File: config.mk
export PLATFORM = sky130hd
export DESIGN_NAME = lcd_spi_rx
export DESIGN_NICKNAME = d
export VERILOG_FILES = /design/src/rtl/lcd_spi_rx.sv
export SDC_FILE = /design/constraint.sdc
export NUM_CORES = 1
export LEC_CHECK = 0
export BUFFER_PORTS_ARGS = -buffer_cell sky130_fd_sc_hd__buf_2
export CAP_MARGIN = 30
export CORE_MARGIN = 5
export CORE_UTILIZATION = 30
export DETAILED_ROUTE_END_ITERATION = 10
export PLACE_DENSITY = 0.51
export SYNTH_ARGS = -nofsm -noshare
export SYNTH_HDL_FRONTEND = slang
export SYNTH_SLANG_ARGS = --single-unit
File: constraint.sdc
create_clock -name clk -period 2.9 [get_ports clk]
set_input_delay 0.58 -clock clk [delete_from_list [all_inputs] [get_ports clk]]
set_output_delay 0.58 -clock clk [all_outputs]
set_load 0.02 [all_outputs]
File: src/rtl/lcd_spi_rx.sv
// lcd_spi_rx
//   Receives a 4-wire LCD SPI stream (lcd_clk/lcd_cs/lcd_rs/lcd_data),
//   reassembles bytes and decodes the minimal command set of an LCD
//   controller: CASET/RASET windowing, RAMWR pixel streaming with an
//   auto-advancing pointer, and the sleep / display on-off commands.
//
// Ports
//   clk, reset        system clock, synchronous active-high reset
//   lcd_clk, lcd_cs   SPI clock (async to clk) and active-low chip select
//   lcd_rs, lcd_data  data/command select and MSB-first serial data
//   byte_valid/data/rs  one pulse per received byte with its rs flag
//   pix_valid/data/x/y  one pulse per completed RGB565 pixel with address
//   sleep_out, disp_on  controller status flags

module lcd_spi_rx #(
    parameter int unsigned XE_RST = 239,
    parameter int unsigned YE_RST = 319
) (
    input  logic        clk,
    input  logic        reset,
    input  logic        lcd_clk,
    input  logic        lcd_cs,
    input  logic        lcd_rs,
    input  logic        lcd_data,
    output logic        byte_valid,
    output logic [7:0]  byte_data,
    output logic        byte_rs,
    output logic        pix_valid,
    output logic [15:0] pix_data,
    output logic [8:0]  pix_x,
    output logic [8:0]  pix_y,
    output logic        sleep_out,
    output logic        disp_on
);

    localparam logic [8:0] XE_INIT = XE_RST[8:0];
    localparam logic [8:0] YE_INIT = YE_RST[8:0];

    typedef enum logic [2:0] {IDLE, CASET, RASET, RAMWR, OTHER} state_t;

    // ---------------------------------------------------------------
    // Input synchronizers and serial byte assembly
    // ---------------------------------------------------------------
    logic [1:0] clk_sync, cs_sync, rs_sync, dat_sync;
    logic       clk_prev;
    logic [7:0] shreg;
    logic [2:0] bit_cnt;

    always_ff @(posedge clk) begin
        if (reset) begin
            clk_sync <= '0;
            cs_sync  <= '0;
            rs_sync  <= '0;
            dat_sync <= '0;
            clk_prev <= 1'b0;
        end else begin
            clk_sync <= {clk_sync[0], lcd_clk};
            cs_sync  <= {cs_sync[0], lcd_cs};
            rs_sync  <= {rs_sync[0], lcd_rs};
            dat_sync <= {dat_sync[0], lcd_data};
            clk_prev <= clk_sync[1];
        end
    end

    logic       sclk_rise;
    logic       byte_done;
    logic [7:0] new_byte;
    logic       new_rs;

    assign sclk_rise = clk_sync[1] & ~clk_prev;
    assign byte_done = sclk_rise & ~cs_sync[1] & (bit_cnt == 3'd7);
    assign new_byte  = {shreg[6:0], dat_sync[1]};
    assign new_rs    = rs_sync[1];

    always_ff @(posedge clk) begin
        if (reset) begin
            shreg   <= '0;
            bit_cnt <= '0;
        end else if (cs_sync[1]) begin
            bit_cnt <= '0;
        end else if (sclk_rise) begin
            shreg   <= new_byte;
            bit_cnt <= bit_cnt + 3'd1;
        end
    end

    always_ff @(posedge clk) begin
        if (reset) begin
            byte_valid <= 1'b0;
            byte_data  <= '0;
            byte_rs    <= 1'b0;
        end else begin
            byte_valid <= byte_done;
            if (byte_done) begin
                byte_data <= new_byte;
                byte_rs   <= new_rs;
            end
        end
    end

    // ---------------------------------------------------------------
    // Command decoder FSM
    // ---------------------------------------------------------------
    state_t state, next_state;

    logic is_cmd, is_dat;
    assign is_cmd = byte_done & ~new_rs;
    assign is_dat = byte_done & new_rs;

    always_ff @(posedge clk) begin
        if (reset) state <= IDLE;
        else       state <= next_state;
    end

    always_comb begin
        next_state = state;
        if (is_cmd) begin
            case (new_byte)
                8'h2A:   next_state = CASET;
                8'h2B:   next_state = RASET;
                8'h2C:   next_state = RAMWR;
                default: next_state = OTHER;
            endcase
        end
    end

    logic [2:0] pidx;       // parameter byte index, saturates at 4
    logic       pix_phase;  // 1 when a pixel high byte is pending
    logic       ld_ptr, prm_wr, prm_last, pix_hi_wr, pix_done;

    always_comb begin
        ld_ptr    = 1'b0;
        prm_wr    = 1'b0;
        prm_last  = 1'b0;
        pix_hi_wr = 1'b0;
        pix_done  = 1'b0;
        if (is_cmd && new_byte == 8'h2C)
            ld_ptr = 1'b1;
        if (is_dat && (state == CASET || state == RASET) && !pidx[2]) begin
            prm_wr   = 1'b1;
            prm_last = (pidx == 3'd3);
        end
        if (is_dat && state == RAMWR) begin
            pix_hi_wr = ~pix_phase;
            pix_done  = pix_phase;
        end
    end

    // ---------------------------------------------------------------
    // Window registers
    // ---------------------------------------------------------------
    // Only address bit 8 of each high byte matters, so only that bit is kept.
    logic       p0_b8, p2_b8;
    logic [7:0] p1;
    logic [8:0] xs, xe, ys, ye;

    always_ff @(posedge clk) begin
        if (reset) begin
            pidx  <= '0;
            p0_b8 <= 1'b0;
            p1    <= '0;
            p2_b8 <= 1'b0;
            xs    <= '0;
            xe    <= XE_INIT;
            ys    <= '0;
            ye    <= YE_INIT;
        end else begin
            if (is_cmd)
                pidx <= '0;
            else if (prm_wr)
                pidx <= pidx + 3'd1;
            if (prm_wr) begin
                case (pidx[1:0])
                    2'd0:    p0_b8 <= new_byte[0];
                    2'd1:    p1    <= new_byte;
                    2'd2:    p2_b8 <= new_byte[0];
                    default: ;
                endcase
            end
            if (prm_last) begin
                if (state == CASET) begin
                    xs <= {p0_b8, p1};
                    xe <= {p2_b8, new_byte};
                end else begin
                    ys <= {p0_b8, p1};
                    ye <= {p2_b8, new_byte};
                end
            end
        end
    end

    // ---------------------------------------------------------------
    // Pixel assembly and write pointer
    // ---------------------------------------------------------------
    logic [7:0] pix_hi;
    logic [8:0] ptr_x, ptr_y, nxt_x, nxt_y;

    // Wrap is an equality test, so a window with start > end still wraps
    // once the pointer counts (mod 512) up to the end address.
    always_comb begin
        nxt_x = ptr_x + 9'd1;
        nxt_y = ptr_y;
        if (ptr_x == xe) begin
            nxt_x = xs;
            nxt_y = (ptr_y == ye) ? ys : ptr_y + 9'd1;
        end
    end

    always_ff @(posedge clk) begin
        if (reset) begin
            pix_phase <= 1'b0;
            pix_hi    <= '0;
            ptr_x     <= '0;
            ptr_y     <= '0;
            pix_valid <= 1'b0;
            pix_data  <= '0;
            pix_x     <= '0;
            pix_y     <= '0;
        end else begin
            pix_valid <= pix_done;
            if (is_cmd) begin
                pix_phase <= 1'b0;
            end else if (pix_hi_wr) begin
                pix_phase <= 1'b1;
                pix_hi    <= new_byte;
            end else if (pix_done) begin
                pix_phase <= 1'b0;
            end
            if (ld_ptr) begin
                ptr_x <= xs;
                ptr_y <= ys;
            end else if (pix_done) begin
                ptr_x <= nxt_x;
                ptr_y <= nxt_y;
            end
            if (pix_done) begin
                pix_data <= {pix_hi, new_byte};
                pix_x    <= ptr_x;
                pix_y    <= ptr_y;
            end
        end
    end

    // ---------------------------------------------------------------
    // Status flags
    // ---------------------------------------------------------------
    always_ff @(posedge clk) begin
        if (reset) begin
            sleep_out <= 1'b0;
            disp_on   <= 1'b0;
        end else if (is_cmd) begin
            case (new_byte)
                8'h11:   sleep_out <= 1'b1;
                8'h10:   sleep_out <= 1'b0;
                8'h29:   disp_on   <= 1'b1;
                8'h28:   disp_on   <= 1'b0;
                default: ;
            endcase
        end
    end

endmodule

==> reports/results.txt <==
Share of post-route cells with drive strength above 1: 0.1516
# IOs: 53
Hold_ws: 0.3743 ns
Least-Margin Pin Slew: 0.6917 ns
FF-to-FF Start: bit_cnt[0]
DRC violations left: 0
CTS HTree Levels: 4
Nets: 787
Hold depth: 2
CP Launch Type: flop
Setup TNS: 0 ns
TritonCTS Buffers: 17
Seq cells post-synth: 145
Area leader, netlist: dfxtp_1
Vias in the first global route: 4,807
CP max FO: 14
Largest cells by area after synthesis: dfxtp_1, nand2_1, a21oi_1
Fill cells: 2,195
Tmin final: 2.606 ns
Die width: 152.1 um
Largest delay share family, worst path: simple AND/OR/NAND/NOR gates
CP max stage delay: 0.42 ns
Register area: 2903 um2
DR vias: 4,964
Fmax achieved: 383.7 MHz
Hold Startpoint: lcd_clk
Sequential fraction of the synthesis area: 0.4793
Ys flop type: dfxtp_1
R2R Path End: ptr_y[2]
Aggregate global routing overflow: 0
Hold Fails Final Rpt: 0
Crit path from: bit_cnt[0]
Largest net degree at the start of global routing: 130
Post-Route WL: 15,810 um
Initial DRC count: 239
Max_slew headroom: 0.5389
Clock transition at the registers of the reported paths: 0.06 ns
Leak Pwr: 2.747 nW
Post-synthesis net count: 745
Async SR Flop Fraction: 0
Setup violators final: 0
Cell count after placement: 1,023
Initial Util: 0.3022
Synth top area share: 0.4793
Final Max Slew Viols: 0
Multi-input logic area: 2895 um2
Post-CTS Setup Bufs: 0
Area of the mapped netlist: 6056 um2
Post-synth EDFFs: 0
DR pass1 iterations: 5
Initial antenna violation count: 0
Maximum clock path buffer count: 2
Post-synth top cells: nand2_1, dfxtp_1, a21oi_1
Finished Layout Cells: 1,055
Status: finished, final reports clean
Clk sinks: 145
HP Class: in -> reg
Skew final: 0.01238 ns
CTS tree: yes
Crit end category: flop
Ratio of final minimum period to clock period: 0.8987
# port buffers: 52
Std-Cell Rows: 52
Worst Path Class, Setup: reg -> reg
Synth cell types: 57
Die Y: 152.1 um
R2R setup slack: 0.29 ns
PD cells: 579.1 nW/um2
Die Area: 23,130 um2
Max-cap violations: 0
Core Util, Final: 0.3574
Core ar.: 20,040 um2
Arrival time at the worst endpoint: 2.87 ns
Syn_area_per_cell: 8.296 um2
Reg2reg path depth: 9
CTS root buf: clkbuf_16
Worst slack, placed: 0.2563 ns
P&R area growth vs syn: 18.26%
DP HPWL: 10,450 um
Worst Hold Path EP: clk_sync[0]
Via density per instance: 4.705
Required time worst endpoint: 3.17 ns
Max stage delay cell, worst path: nor4bb_4
Unrepaired setup endpoints after global routing: false
DR WL/cell: 14.98 um
Setup ws final: 0.2938 ns
Gpl congestion: 0.8286
Routed Antenna Nets: 0
Maximum vdd drop: 0.4537 mV
Total GRT Usage: 0.1378
Ant. Diodes: 0
Later-pin clock latency in the skew report: 0.42 ns
Ys Warns: 0
Worst path cell trace: ha_1 > ha_1 > nor4bb_4 > nand2b_2 > nor4_4 > a21oi_1 > buf_4 > o21ai_0 > a21oi_1
First-pass GRT wire length: 25,990 um
Most frequent cell after synthesis: nand2_1
Syn Inst Count: 730
CP Buf/Inv Count: 1
-- state kept, by name (all words and copies together) (netlist names), 3 cells and up --
signal,flops
ys,9
byte_data,8
pix_y,9
xe,9
ptr_x,9
bit_cnt,3
p1,8
pidx,3
shreg,7
ptr_y,9
ye,9
xs,9
pix_data,16
pix_hi,8
pix_x,9
state,3
-- routing by layer --
metal | part of all wire | track usage | vias up
li1 | - | - | 2540
met1 | 0.52 | 0.1983 | 2297
met2 | 0.42 | 0.2011 | 106
met3 | 0.041 | 0.03669 | 21
met4 | 0.016 | 0.04324 | 0
met5 | 0 | 0 | -
-- area by class of cell --
type / instances / share of cell area
Clock buffer: 28 / 0.07075
Inverter: 10 / 0.005241
Sequential cell: 145 / 0.4053
Clock inverter: 4 / 0.006813
Tap cell: 270 / 0.04717
Multi-Input combinational cell: 525 / 0.4043
Timing Repair Buffer: 73 / 0.06045
-- cells in the final DEF, fill, tap and decap left out, types with 13 or more instances in the layout --
master,instances
nor2_1,37
a21oi_1,93
clkbuf_16,17
o21ai_0,19
nand3_1,22
dfxtp_1,145
mux2i_1,19
buf_4,21
nand2_1,199
nor2b_1,14
buf_2,51
xnor2_1,20
nor3_1,13
-- worst max path at each step --
stage,endpoint,slack (ns),depth (start not counted)
final,ptr_y[2],0.29,9
after global routing,ptr_y[3],0.06,9
after CTS,ptr_y[5],0.24,9
after detailed placement,ptr_y[5],0.26,9
after global placement,ptr_y[3],0.32,9
after floorplan,ptr_x[4],0.79,9
-- cells by family after synthesis --
logic type	synth area share
mux	0.03698
buf+inv	0.04504
xor+xnor	0.03471
flops	0.4793
compound gates	0.1337
fa+ha+maj	0.01860
simple gates	0.2517
-- power by group --
group	total (W)	switching, W	internal [W]
Sequential	0.00200	0.00000588	0.00200
Clock	0.00208	0.000812	0.00127
Combinational	0.0000592	0.0000440	0.0000152
Total	0.00415	0.000861	0.00329
-- repair_timing --
action / 4_1_cts / 5_1_grt
gates resized for setup: 0 / 0
setup endpoints to repair: 0 / 1
hold buffers: 0 / 0
-- through the flow --
step                power [W]  area, um2
global route         0.004295       7162
global placement     0.002110       6606
CTS                  0.004201       7162
finish               0.004148       7162
floorplan            0.002086       6056
detailed placement   0.002110       6606
(Power assumes the default switching activity.)
